## src/rtl/rex_game_ctrl.sv

```systemverilog
// rex_game_ctrl
// -------------
// Game-logic controller for the Rex runner. Advances the game by one step on
// every frame tick and holds the registered game variables that the renderer
// reads: rex height, obstacle column, game state and score. Sequences
// IDLE -> RUN -> OVER -> IDLE, runs the jump arc, scrolls the obstacle,
// detects collisions and counts completed RUN ticks.
//
// Optional feature macro: REX_SPEEDUP_EN
//   defined   : obstacle speed rises by one every 64 points, capped at MAX_SPEED.
//   undefined : obstacle speed is the constant SPEED.
//
// Ports
//   clk            in   system clock (120 kHz)
//   rstn           in   asynchronous active-low reset
//   tick_i         in   frame-step pulse, one clk wide, synchronous to clk
//   jump_i         in   jump/start button, asynchronous level
//   rex_down       out  [15:0] rex height above ground in pixels, 0 = ground
//   obstacle_left  out  [15:0] obstacle left-edge column
//   game_state     out  [1:0]  00 IDLE, 01 RUN, 10 OVER (11 never driven)
//   score_o        out  [15:0] completed RUN ticks, saturating
module rex_game_ctrl #(
  parameter int SCREEN_W  = 128,
  parameter int SPEED     = 2,
  parameter int MAX_SPEED = 6,
  parameter int REX_X     = 8,
  parameter int REX_W     = 16,
  parameter int OBST_W    = 4,
  parameter int OBST_H    = 16,
  parameter int JUMP_PEAK = 6,
  parameter int JUMP_STEP = 8
) (
  input  logic        clk,
  input  logic        rstn,
  input  logic        tick_i,
  input  logic        jump_i,
  output logic [15:0] rex_down,
  output logic [15:0] obstacle_left,
  output logic [1:0]  game_state,
  output logic [15:0] score_o
);

  localparam int DATA_W = 16;
  // Speed register wide enough for whichever of base/ceiling is larger.
  localparam int SPD_W  = $clog2(((MAX_SPEED > SPEED) ? MAX_SPEED : SPEED) + 1);

  localparam logic [DATA_W-1:0] SCREEN_V  = DATA_W'(SCREEN_W);
  localparam logic [DATA_W-1:0] HIT_RIGHT = DATA_W'(REX_X + REX_W);
  localparam logic [DATA_W:0]   HIT_LEFT  = (DATA_W+1)'(REX_X);
  localparam logic [DATA_W:0]   OBST_W_V  = (DATA_W+1)'(OBST_W);
  localparam logic [DATA_W-1:0] OBST_H_V  = DATA_W'(OBST_H);
  localparam logic [DATA_W-1:0] STEP_V    = DATA_W'(JUMP_STEP);
  localparam logic [DATA_W-1:0] APEX2_V   = DATA_W'(2 * JUMP_PEAK);
  localparam logic [4:0]        PHASE_END = 5'(2 * JUMP_PEAK);

  typedef enum logic [1:0] {
    ST_IDLE = 2'b00,
    ST_RUN  = 2'b01,
    ST_OVER = 2'b10
  } state_t;

  // Score increment that sticks at all-ones instead of wrapping.
  function automatic logic [DATA_W-1:0] sat_inc(input logic [DATA_W-1:0] v);
    return (v == {DATA_W{1'b1}}) ? v : v + DATA_W'(1);
  endfunction

  // Triangular jump arc: JUMP_STEP * min(phase, 2*JUMP_PEAK - phase).
  // Phase never exceeds 2*JUMP_PEAK, so the falling leg cannot underflow.
  function automatic logic [DATA_W-1:0] jump_height(input logic [4:0] ph);
    logic [DATA_W-1:0] up;
    logic [DATA_W-1:0] down;
    logic [DATA_W-1:0] m;
    up   = DATA_W'(ph);
    down = APEX2_V - up;
    m    = (up < down) ? up : down;
    return m * STEP_V;
  endfunction

  state_t            state, state_n;
  logic [4:0]        phase, phase_n;
  logic [DATA_W-1:0] rex_n, obst_n, score_n;
  logic [SPD_W-1:0]  spd;

  logic              sync_p0, sync_p1, sync_p2;
  logic              btn_edge;
  logic              press;

  logic [DATA_W-1:0] obst_step;
  logic [4:0]        phase_step;
  logic [DATA_W-1:0] rex_step;
  logic [DATA_W-1:0] score_inc;
  logic              hit;

  // ---- stage: button synchronizer and rising-edge detect ----
  always_ff @(posedge clk or negedge rstn) begin
    if (!rstn) begin
      sync_p0 <= 1'b0;
      sync_p1 <= 1'b0;
      sync_p2 <= 1'b0;
    end else begin
      sync_p0 <= jump_i;
      sync_p1 <= sync_p0;
      sync_p2 <= sync_p1;
    end
  end

  assign btn_edge = sync_p1 & ~sync_p2;

  // A tick consumes the pending press; an edge seen on the tick cycle itself
  // is kept for the following tick.
  always_ff @(posedge clk or negedge rstn) begin
    if (!rstn) begin
      press <= 1'b0;
    end else if (tick_i) begin
      press <= btn_edge;
    end else if (btn_edge) begin
      press <= 1'b1;
    end
  end

  // ---- stage: candidate RUN-step values (evaluated every cycle) ----
  assign obst_step = (obstacle_left < DATA_W'(spd)) ? SCREEN_V
                                                    : obstacle_left - DATA_W'(spd);

  always_comb begin
    phase_step = phase;
    if (phase == 5'd0) begin
      phase_step = press ? 5'd1 : 5'd0;
    end else if (phase == PHASE_END) begin
      phase_step = 5'd0;
    end else begin
      phase_step = phase + 5'd1;
    end
  end

  assign rex_step  = jump_height(phase_step);
  assign score_inc = sat_inc(score_o);

  // Collision uses the post-step (possibly wrapped) positions; the right-edge
  // sum is one bit wider so it cannot wrap.
  assign hit = (obst_step < HIT_RIGHT) &&
               (({1'b0, obst_step} + OBST_W_V) > HIT_LEFT) &&
               (rex_step < OBST_H_V);

  // ---- stage: speed ----
`ifdef REX_SPEEDUP_EN
  logic spd_up;

  assign spd_up = tick_i && (state == ST_RUN) && !hit &&
                  (score_inc[5:0] == 6'd0) && (spd < SPD_W'(MAX_SPEED));

  always_ff @(posedge clk or negedge rstn) begin
    if (!rstn) begin
      spd <= SPD_W'(SPEED);
    end else if (tick_i && (state == ST_OVER) && press) begin
      spd <= SPD_W'(SPEED);
    end else if (spd_up) begin
      spd <= spd + SPD_W'(1);
    end
  end
`else
  assign spd = SPD_W'(SPEED);
`endif

  // ---- stage: next-state / next-output selection ----
  always_comb begin
    state_n = state;
    phase_n = phase;
    rex_n   = rex_down;
    obst_n  = obstacle_left;
    score_n = score_o;
    if (tick_i) begin
      case (state)
        ST_IDLE: begin
          if (press) begin
            state_n = ST_RUN;
          end
        end
        ST_RUN: begin
          obst_n  = obst_step;
          phase_n = phase_step;
          rex_n   = rex_step;
          if (hit) begin
            state_n = ST_OVER;
          end else begin
            score_n = score_inc;
          end
        end
        ST_OVER: begin
          if (press) begin
            state_n = ST_IDLE;
            phase_n = 5'd0;
            rex_n   = '0;
            obst_n  = SCREEN_V;
            score_n = '0;
          end
        end
        default: begin
          state_n = ST_IDLE;
        end
      endcase
    end
  end

  // ---- stage: registered game variables ----
  always_ff @(posedge clk or negedge rstn) begin
    if (!rstn) begin
      state         <= ST_IDLE;
      phase         <= 5'd0;
      rex_down      <= '0;
      obstacle_left <= SCREEN_V;
      score_o       <= '0;
    end else begin
      state         <= state_n;
      phase         <= phase_n;
      rex_down      <= rex_n;
      obstacle_left <= obst_n;
      score_o       <= score_n;
    end
  end

  assign game_state = state;

endmodule

```

## config.mk

```make
export PLATFORM = sky130hd
export DESIGN_NAME = rex_game_ctrl
export DESIGN_NICKNAME = d
export VERILOG_FILES = /design/src/rtl/rex_game_ctrl.sv
export SDC_FILE = /design/constraint.sdc
export NUM_CORES = 1
export LEC_CHECK = 0
export CAP_MARGIN = 15
export CORE_MARGIN = 10
export CORE_UTILIZATION = 50
export CTS_BUF_LIST = sky130_fd_sc_hd__clkbuf_8
export CTS_CLUSTER_DIAMETER = 150
export DETAILED_ROUTE_END_ITERATION = 6
export PLACE_DENSITY = 0.78
export REMOVE_ABC_BUFFERS = 1
export SLEW_MARGIN = 15
export SYNTH_ARGS = -nofsm -noshare
export SYNTH_HDL_FRONTEND = slang
export SYNTH_SLANG_ARGS = --single-unit
```

## constraint.sdc

```tcl
create_clock -name clk -period 5.2 [get_ports clk]
set_input_delay 1.3 -clock clk [delete_from_list [all_inputs] [get_ports clk]]
set_output_delay 1.3 -clock clk [all_outputs]
set_load 0.02 [all_outputs]
```

==> results of run 1 <==
## power by group through the flow
stage               Combinational (W)  Clock (W)  Sequential, W
global route                  0.00164   0.000242       0.000706
finish                        0.00149   0.000225       0.000678
global placement              0.00144          0       0.000676
detailed placement            0.00147          0       0.000683
floorplan                    0.000931          0       0.000744
CTS                           0.00148   0.000229       0.000678
## final timing paths
check	end	slack (ps)	cells past startpoint
max	score_o[1]	990	17
min	sync_p1	370	0
max reg2reg	score_o[1]	990	17
min reg2reg	sync_p1	370	0
max in group asynchronous	obstacle_left[5]	3770	1
min in group asynchronous	obstacle_left[8]	1010	1
## kinds of logic after synthesis
| logic type | count (synthesis) |
|---|---|
| AND/OR/NAND/NOR | 190 |
| multiplexers | 8 |
| flip-flops | 48 |
| AO/OA/AOI/OAI | 111 |
| adder cells (fa/ha/maj) | 10 |
| XOR/XNOR | 7 |
| buffers and inverters | 46 |
| other | 1 |
## synth_stat cells (4+ instances only)
cell type   n  share of area (%)
a21oi_1    26                3.7
a31oi_1     4               0.71
and3_1      9                1.6
buf_2       4               0.57
buf_4      11                2.3
buf_6       4                1.3
clkbuf_1    9               0.96
dfrtp_1    47                 33
ha_1       10                3.5
inv_1      16                1.7
mux2i_1     8                2.3
nand2_1    39                4.1
nand2b_1   10                1.8
nand3_1    25                3.5
nand4_1     7                1.2
nor2_1     32                3.4
nor2b_1     6                1.1
nor3_1     10                1.4
nor3b_1     4               0.85
nor4_1      8                1.4
o21ai_0    31                4.4
o21ai_1     4               0.57
o22ai_1     6                1.1
o31a_1      4               0.99
o31ai_1    10                2.1
or3_1       5               0.89
or4_1       8                1.7
xnor2_1     4               0.99
## final cells by class
| class | count | area (um2) | share of cell area, % |
|---|---|---|---|
| repair buffers | 52 | 513 | 12.6 |
| multi-input cells | 329 | 2080 | 51.3 |
| clock buffers | 5 | 68.8 | 1.69 |
| clock inverters | 2 | 12.5 | 0.308 |
| well taps | 96 | 120 | 2.95 |
| flip-flops and latches | 48 | 1200 | 29.6 |
| inverters | 17 | 63.8 | 1.57 |
## sequential cells by signal, indices dropped and copies added (netlist names)
register and count:
obstacle_left 16, press 1, sync_p1 1, score_o 16, rex_down 5, sync_p2 1
sync_p0 1, game_state 2, phase 5
## layer usage
layer / up-vias / GRT usage (%)
met5: - / 0
met4: 0 / 4.27
met3: 23 / 3.97
met2: 123 / 26.9
met1: 1610 / 21.3
li1: 1611 / -
## stage by stage
stage	power [W]	hold WS [ps]	setup WS (ps)	std cells
final	0.00240	368	987	549
after global routing	0.00259	386	767	549
after CTS	0.00239	369	1030	549
after detailed placement	0.00216	347	1050	542
after global placement	0.00212	333	1160	542
after floorplan	0.00168	331	1020	394
## worst reg2reg max path: stages, from the launching register on
cell and delay [ps]:
dfrtp_1 450, inv_1 110, ha_1 220, or4bb_1 490, a21oi_1 230, nor2_1 110
ha_1 210, nor3b_1 210, ha_1 200, inv_1 60, o311ai_0 80, o211ai_1 200
a211o_1 330, a2111o_1 460, a31oi_2 160, buf_4 280, nor3_1 90, a32o_1 210
==> results.toml, run 1 <==
[final_layout]
nets = 467
fillers = 630
num_antenna_cells = 0
final_util_pct = 59.5
drive_above_1_share_pct = 5.96
final_cell_mix = "49 x clkdlybuf4s50_1, 47 x dfrtp_1, 39 x nand2_1"
area_growth_pct = 15.2
final_cell_area_um2 = 4070
final_common_cell = "clkdlybuf4s50_1"

[routing]
drt_pass1_iterations = 5
vias = 3367
route.met2.wl_um = 4490
postRouteAntennaNets = 0
wl_per_cell_um = 17.1
drc = 0
vias_per_cell = 6.13
routed.top_layer = "met4"
wl_met3_um = 617
drt_wl_total_um = 9390
routedLengthMet1_um = 4120
drt_iter0_drc = 227

[sta]
rsz0062_at_grt = "no"
drv_slew = 0
slew_headroom_pct = 39.2
setup_viol = 0
maxClockFrequency_ghz = 0.237
fin_tns_setup_ps = 0
period_minus_slack_ps = 4210
tightest_slew_ps = 908
fin_skew_ps = 12.8
hold_viol = 0
finalCritPeriodShare_pct = 81.0

[cts]
cts_resized = 0
clkSinkCount = 48
cts-root-buf = "clkbuf_8"
cts_max_level = 2
ctsLongestPathBuffers = 2
clkLatencyLatePin_ps = 310
tritoncts = "done"
clk_pin_slew_worst_paths_ps = 90
cts_hold_buf = 0
cts_buffers = 5
postCtsSetupBuffers = 0

[synthesis]
synthXorXnorAreaFrac_pct = 1.74
synthCells = 421
muxShareOfSynthArea_pct = 2.27
synthArstFlopShare_pct = 100
seq_area_frac_synth_pct = 34.1
yosys.area_share.simple_pct = 31.0
synth_edf_count = 0
synth_fa_ha_area_share_pct = 3.55
synth_compound_area_share_pct = 20.2
synth_cell_types = 71
synth_seq_cells = 48
synth_ff_type = "dfrtp_1"
avgSynthCellArea_um2 = 8.38
syn_area_um2 = 3530
yosys_warnings = 0
synth_top_family_by_area = "simple AND/OR/NAND/NOR gates"

[power_and_ir_drop]
power.share.combinational_pct = 62.3
power.switching_w = 0.00122
switching_share_pct = 50.9
leakage_nw = 1.63
seq_power_share_pct = 28.3
p_int_w = 0.00118
powerDensity_nw_per_um2 = 590
clockPowerShare_pct = 9.4
ir_drop_v = 0.000308

[global_routing]
grt-ovfl-total = 0
grt_pass1_vias = 3030
grtUsageTotal_pct = 16.5
grt_antenna_before_repair = 0
grt_first_pass_wirelength_um = 15400
grt_max_degree = 49

[critical_path]
startpoint = "phase[0]"
worst_ep_arrival_time_ps = 4410
criticalPathCategory = "register to register"
path_buf_inv = 3
crit_path_end_kind = "register"
path_cells = "inv_1 > ha_1 > or4bb_1 > a21oi_1 > nor2_1 > ha_1 > nor3b_1 > ha_1 > inv_1 > o311ai_0 > o211ai_1 > a211o_1 > a2111o_1 > a31oi_2 > buf_4 > nor3_1 > a32o_1"
r2r_start = "phase[0]"
crit_family = "compound AO/OA/AOI/OAI gates"
critPathMaxStageDelay_ps = 490
startpoint_type = "register"
crit_top_cell = "ha_1"
cp.required_ps = 5400
crit_slowest_cell = "or4bb_1"
worstPathMaxFanout = 25

[placed_design]
place_hpwl_um = 6780
gp_congestion = 0.967
dpl-instance-area_um2 = 3980
port_buffers = 50

[job]
drv_cap = 0

[floorplan]
fp-row-count = 30
die_height_um = 104
io_pins = 54
fp.dieW_um = 104
core_area_um2 = 6830
initial_utilization_pct = 51.6
die-area_um2 = 10800

[outcome]
outcome = "finished, final reports clean"

[worst_hold_path]
worstHoldPathType = "register to register"
hp-start = "sync_p0"
No activity file was read; power rests on OpenSTA's default activity.
==> inputs of run 2 (changes only) <==
- PLACE_DENSITY: 0.78 -> 0.81
- clock period: 5.2 -> 3.4 ns (I/O delays scaled with it)
==> results.toml, run 2 (synthesized netlist as in run 1, its figures left out) <==
[floorplan]
die-area_um2 = 10800
initial_utilization_pct = 51.6
fp.dieW_um = 104
io_pins = 54
die_height_um = 104
core_area_um2 = 6830
fp-row-count = 30

[outcome]
violations = "negative setup slack"
outcome = "finished with violations"

[final_layout]
final_common_cell = "buf_4"
area_growth_pct = 38.3
final_cell_area_um2 = 4880
num_antenna_cells = 0
drive_above_1_share_pct = 25.0
reg.largest.list = "obstacle_left x16, score_o x16"
final_cell_mix = "82 x buf_4, 49 x clkdlybuf4s50_1, 47 x dfrtp_1"
nets = 550
stdcell_count = 633
fillers = 539

[sta]
finalCritPeriodShare_pct = 110
setup_viol = 18
fin_tns_setup_ps = -4990
maxClockFrequency_ghz = 0.267
slew_headroom_pct = 41.6
hold_viol = 0
rsz0062_at_grt = "yes"
drv_slew = 0
period_minus_slack_ps = 3740
tightest_slew_ps = 873
fin_skew_ps = 12.0
hold_slack_ps = 379
worst_slack_ps = -343

[routing]
wl_per_cell_um = 17.2
postRouteAntennaNets = 0
drt_iter0_drc = 310
vias = 3760
drt_pass1_iterations = 5
drc = 0
vias_per_cell = 5.94
drt_wl_total_um = 10900

[critical_path]
startpoint_type = "register"
r2r_setup_slack_ps = -340
rr_endpoint = "score_o[1]"
criticalPathCategory = "register to register"
crit_path_end_kind = "register"
cp.required_ps = 3600
worstPathMaxFanout = 13
r2r_start = "phase[0]"
r2r_cells = 17
worst_ep_arrival_time_ps = 3950

[job]
drv_cap = 0

[cts]
clkSinkCount = 48
ctsLongestPathBuffers = 2
tritoncts = "done"
cts-root-buf = "clkbuf_8"
cts_max_level = 2
cts_hold_buf = 0
clkLatencyLatePin_ps = 320
cts_buffers = 5
clk_pin_slew_worst_paths_ps = 100

[global_routing]
grt_antenna_before_repair = 0
grt_first_pass_wirelength_um = 18000
grt_max_degree = 49
grtUsageTotal_pct = 19.3
grt-ovfl-total = 0
grt_pass1_vias = 3624

[power_and_ir_drop]
ir_drop_v = 0.000512
powerDensity_nw_per_um2 = 966
leakage_nw = 2.07
p_total_w = 0.00471

[worst_hold_path]
hp-start = "sync_p0"
worstHoldPathType = "register to register"
holdPathEnd = "sync_p1"
hold_depth = 0

[placed_design]
place_inst = 617
gp_congestion = 0.939
dpl-instance-area_um2 = 4560
place_hpwl_um = 7830
port_buffers = 50
==> run 2: changes by cell type in the layout (fill, tap and decap cells not counted), sizes merged <==
| cell | previous run | this run |
|---|---|---|
| buf | 3 | 86 |
| bufinv | 0 | 1 |
==> run 2: layout make-up <==
cell class,count,area [um2],area share (%)
multi-input combinational,329,2230,45.7
sequential,48,1200,24.6
timing repair buffer,135,1150,23.6
tap,96,120,2.46
clock buffer,5,68.8,1.41
inverter,17,63.8,1.31
clock inverter,3,42.5,0.872
==> run 2: worst max path at each step <==
stage / startpoint / endpoint / slack (ps) / cells after the start
finish: phase[0] / score_o[1] / -340 / 17
global route: phase[0] / score_o[1] / -470 / 17
CTS: obstacle_left[1] / score_o[13] / -260 / 11
detailed placement: phase[1] / score_o[1] / -490 / 17
global placement: phase[0] / score_o[1] / -340 / 17
floorplan: phase[0] / score_o[10] / -780 / 16
==> run 2: per-stage QoR <==
step / setup slack, ps / util, %
after floorplan: -783 / -
after global placement: -341 / 66.7
after detailed placement: -492 / 66.7
after CTS: -259 / 71.0
after global routing: -466 / 71.4
final: -343 / 71.4
==> run 2: where the power goes <==
part / internal [W] / total (W) / switching [W]
Sequential: 0.000729 / 0.000886 / 0.000158
Combinational: 0.00160 / 0.00340 / 0.00181
Clock: 0.000218 / 0.000426 / 0.000208
Total: 0.00254 / 0.00471 / 0.00217
==> run 2: critical path, cell delays in order, from the launching register on <==
cell and delay, ps:
dfrtp_1 390, inv_2 90, ha_4 140, or4bb_1 400, a21oi_2 180, nor2_2 70, ha_2 200, nor3b_2 180
ha_1 270, buf_6 140, nand2_4 50, a31oi_4 90, or3_4 380, a2111o_1 350, a31oi_4 250, buf_12 170
nor3_1 60, a32o_1 210
==> run 2: per-layer routing <==
layer | track usage, % | routed length [um] | up-vias
met5 | 0 | 0 | -
met4 | 5.07 | 148 | 0
met3 | 4.40 | 831 | 16
met2 | 32.3 | 5480 | 164
met1 | 24.3 | 4450 | 1800
li1 | - | - | 1780
==> run 2: timing repair <==
action | in CTS | in global routing
hold endpoints to repair | 0 | 0
setup buffers | 7 | 0
pin swaps | 17 | 8
gates resized for setup | 27 | 8
cloned | 1 | 1
setup endpoints to repair | 18 | 18
==> inputs of run 3 (changes only) <==
- SETUP_SLACK_MARGIN: default -> 0.15
- SLEW_MARGIN: 15 -> default
==> results.toml, run 3 (synthesized netlist as in run 1, its figures left out) <==
[outcome]
outcome = "finished with violations"
violations = "negative setup slack"

[cts]
clk_pin_slew_worst_paths_ps = 100
cts_max_level = 2
tritoncts = "done"
cts_hold_buf = 0
cts-root-buf = "clkbuf_8"
ctsLongestPathBuffers = 2
clkLatencyLatePin_ps = 310
clkSinkCount = 48
cts_buffers = 5

[floorplan]
fp-row-count = 30
die_height_um = 104
initial_utilization_pct = 51.6
core_area_um2 = 6830
die-area_um2 = 10800
io_pins = 54
fp.dieW_um = 104

[critical_path]
worstPathMaxFanout = 6
criticalPathCategory = "register to register"
worst_ep_arrival_time_ps = 4020
startpoint_type = "register"
cp.required_ps = 3640
crit_path_end_kind = "register"

[sta]
drv_slew = 0
hold_viol = 0
rsz0062_at_grt = "yes"
fin_skew_ps = 12.2
slew_headroom_pct = 40.5
worst_slack_ps = -379
finalCritPeriodShare_pct = 111
tightest_slew_ps = 889
setup_viol = 18
period_minus_slack_ps = 3780
maxClockFrequency_ghz = 0.265

[final_layout]
reg.largest.list = "obstacle_left x16, score_o x16"
nets = 553
final_util_pct = 72.6
final_cell_area_um2 = 4960
fillers = 539
final_cell_mix = "82 x buf_4, 49 x clkdlybuf4s50_1, 47 x dfrtp_1"
num_antenna_cells = 0
area_growth_pct = 40.6
final_common_cell = "buf_4"
stdcell_count = 636
drive_above_1_share_pct = 25.7

[routing]
drc = 0
drt_iter0_drc = 329
vias = 3767
vias_per_cell = 5.92
drt_wl_total_um = 10900
wl_per_cell_um = 17.2
postRouteAntennaNets = 0
drt_pass1_iterations = 5

[placed_design]
place_inst = 617
dpl-instance-area_um2 = 4560
gp_congestion = 0.939
place_hpwl_um = 7830
port_buffers = 50

[global_routing]
grt_pass1_vias = 3624
grt_first_pass_wirelength_um = 18000
grt_antenna_before_repair = 0
grtUsageTotal_pct = 19.3
grt_max_degree = 49
grt-ovfl-total = 0

[job]
drv_cap = 0

[power_and_ir_drop]
power.switching_w = 0.00218
ir_drop_v = 0.000528
leakage_nw = 2.10
powerDensity_nw_per_um2 = 960
p_int_w = 0.00258
switching_share_pct = 45.7
power.share.combinational_pct = 72.6
clockPowerShare_pct = 8.8
seq_power_share_pct = 18.6

[worst_hold_path]
worstHoldPathType = "input pin to asynchronous set/reset pin"
==> run 3: worst max-delay path, cell delays in order, from the launching register on <==
cell       delay [ps]
dfrtp_1           390
inv_2              90
ha_4              140
or4bb_1           410
a21oi_2           190
nor2_2             80
ha_2              200
nor3b_2           180
ha_1              270
buf_6             140
nand2_4            50
a31oi_4            90
or3_4             400
a2111o_1          350
a31oi_4           220
buf_6             160
clkbuf_16         140
o31ai_1            70
a21oi_1           150
==> run 3: path summary, 6_finish.rpt <==
check	from	to	slack [ps]	cells after the start
setup / recovery	phase[1]	score_o[6]	-380	18
hold / removal	rstn	obstacle_left[4]	380	1
setup reg to reg	phase[1]	score_o[6]	-380	18
hold reg to reg	sync_p0	sync_p1	380	0
max in group asynchronous	rstn	obstacle_left[7]	2510	2
min in group clk	sync_p0	sync_p1	380	0
==> run 3: area by class of cell <==
| cell class | count | area (um2) | share of cell area [%] |
|---|---|---|---|
| multi-input combinational | 329 | 2240 | 45.1 |
| clock inverter | 3 | 42.5 | 0.858 |
| timing repair buffer | 138 | 1230 | 24.7 |
| clock buffer | 5 | 68.8 | 1.39 |
| sequential | 48 | 1200 | 24.2 |
| tap | 96 | 120 | 2.42 |
| inverter | 17 | 63.8 | 1.29 |
==> run 3: stage by stage <==
stage | hold WS (ps) | setup slack (ps) | TNS [ps] | power [W]
after floorplan | 331 | -783 | -12110 | 0.00256
after global placement | 332 | -341 | -4980 | 0.00390
after detailed placement | 360 | -492 | -7630 | 0.00397
after CTS | 383 | -259 | -3680 | 0.00463
after global routing | 370 | -470 | -7680 | 0.00509
final | 378 | -379 | -5630 | 0.00476
==> run 3: timing repair <==
action,in CTS,in global routing
pin swaps,17,17
gates cloned,1,1
setup endpoints to repair,18,18
resized for setup,27,10
setup buffers,7,1
==> run 3: power groups by stage <==
stage | combinational, W | clock (W) | sequential, W
final | 0.00346 | 0.000419 | 0.000886
after global routing | 0.00372 | 0.000455 | 0.000911
after CTS | 0.00332 | 0.000425 | 0.000881
after detailed placement | 0.00309 | 0 | 0.000887
after global placement | 0.00303 | 0 | 0.000875
after floorplan | 0.00142 | 0 | 0.00114
==> run 3: layer usage <==
metal  vias to the layer above  share of wire [%]  GRT usage, %
li1                       1792                  -             -
met1                      1802                 42          24.3
met2                       148                 50          32.3
met3                        25                6.7          4.40
met4                         0                2.1          5.07
met5                         -                  0             0
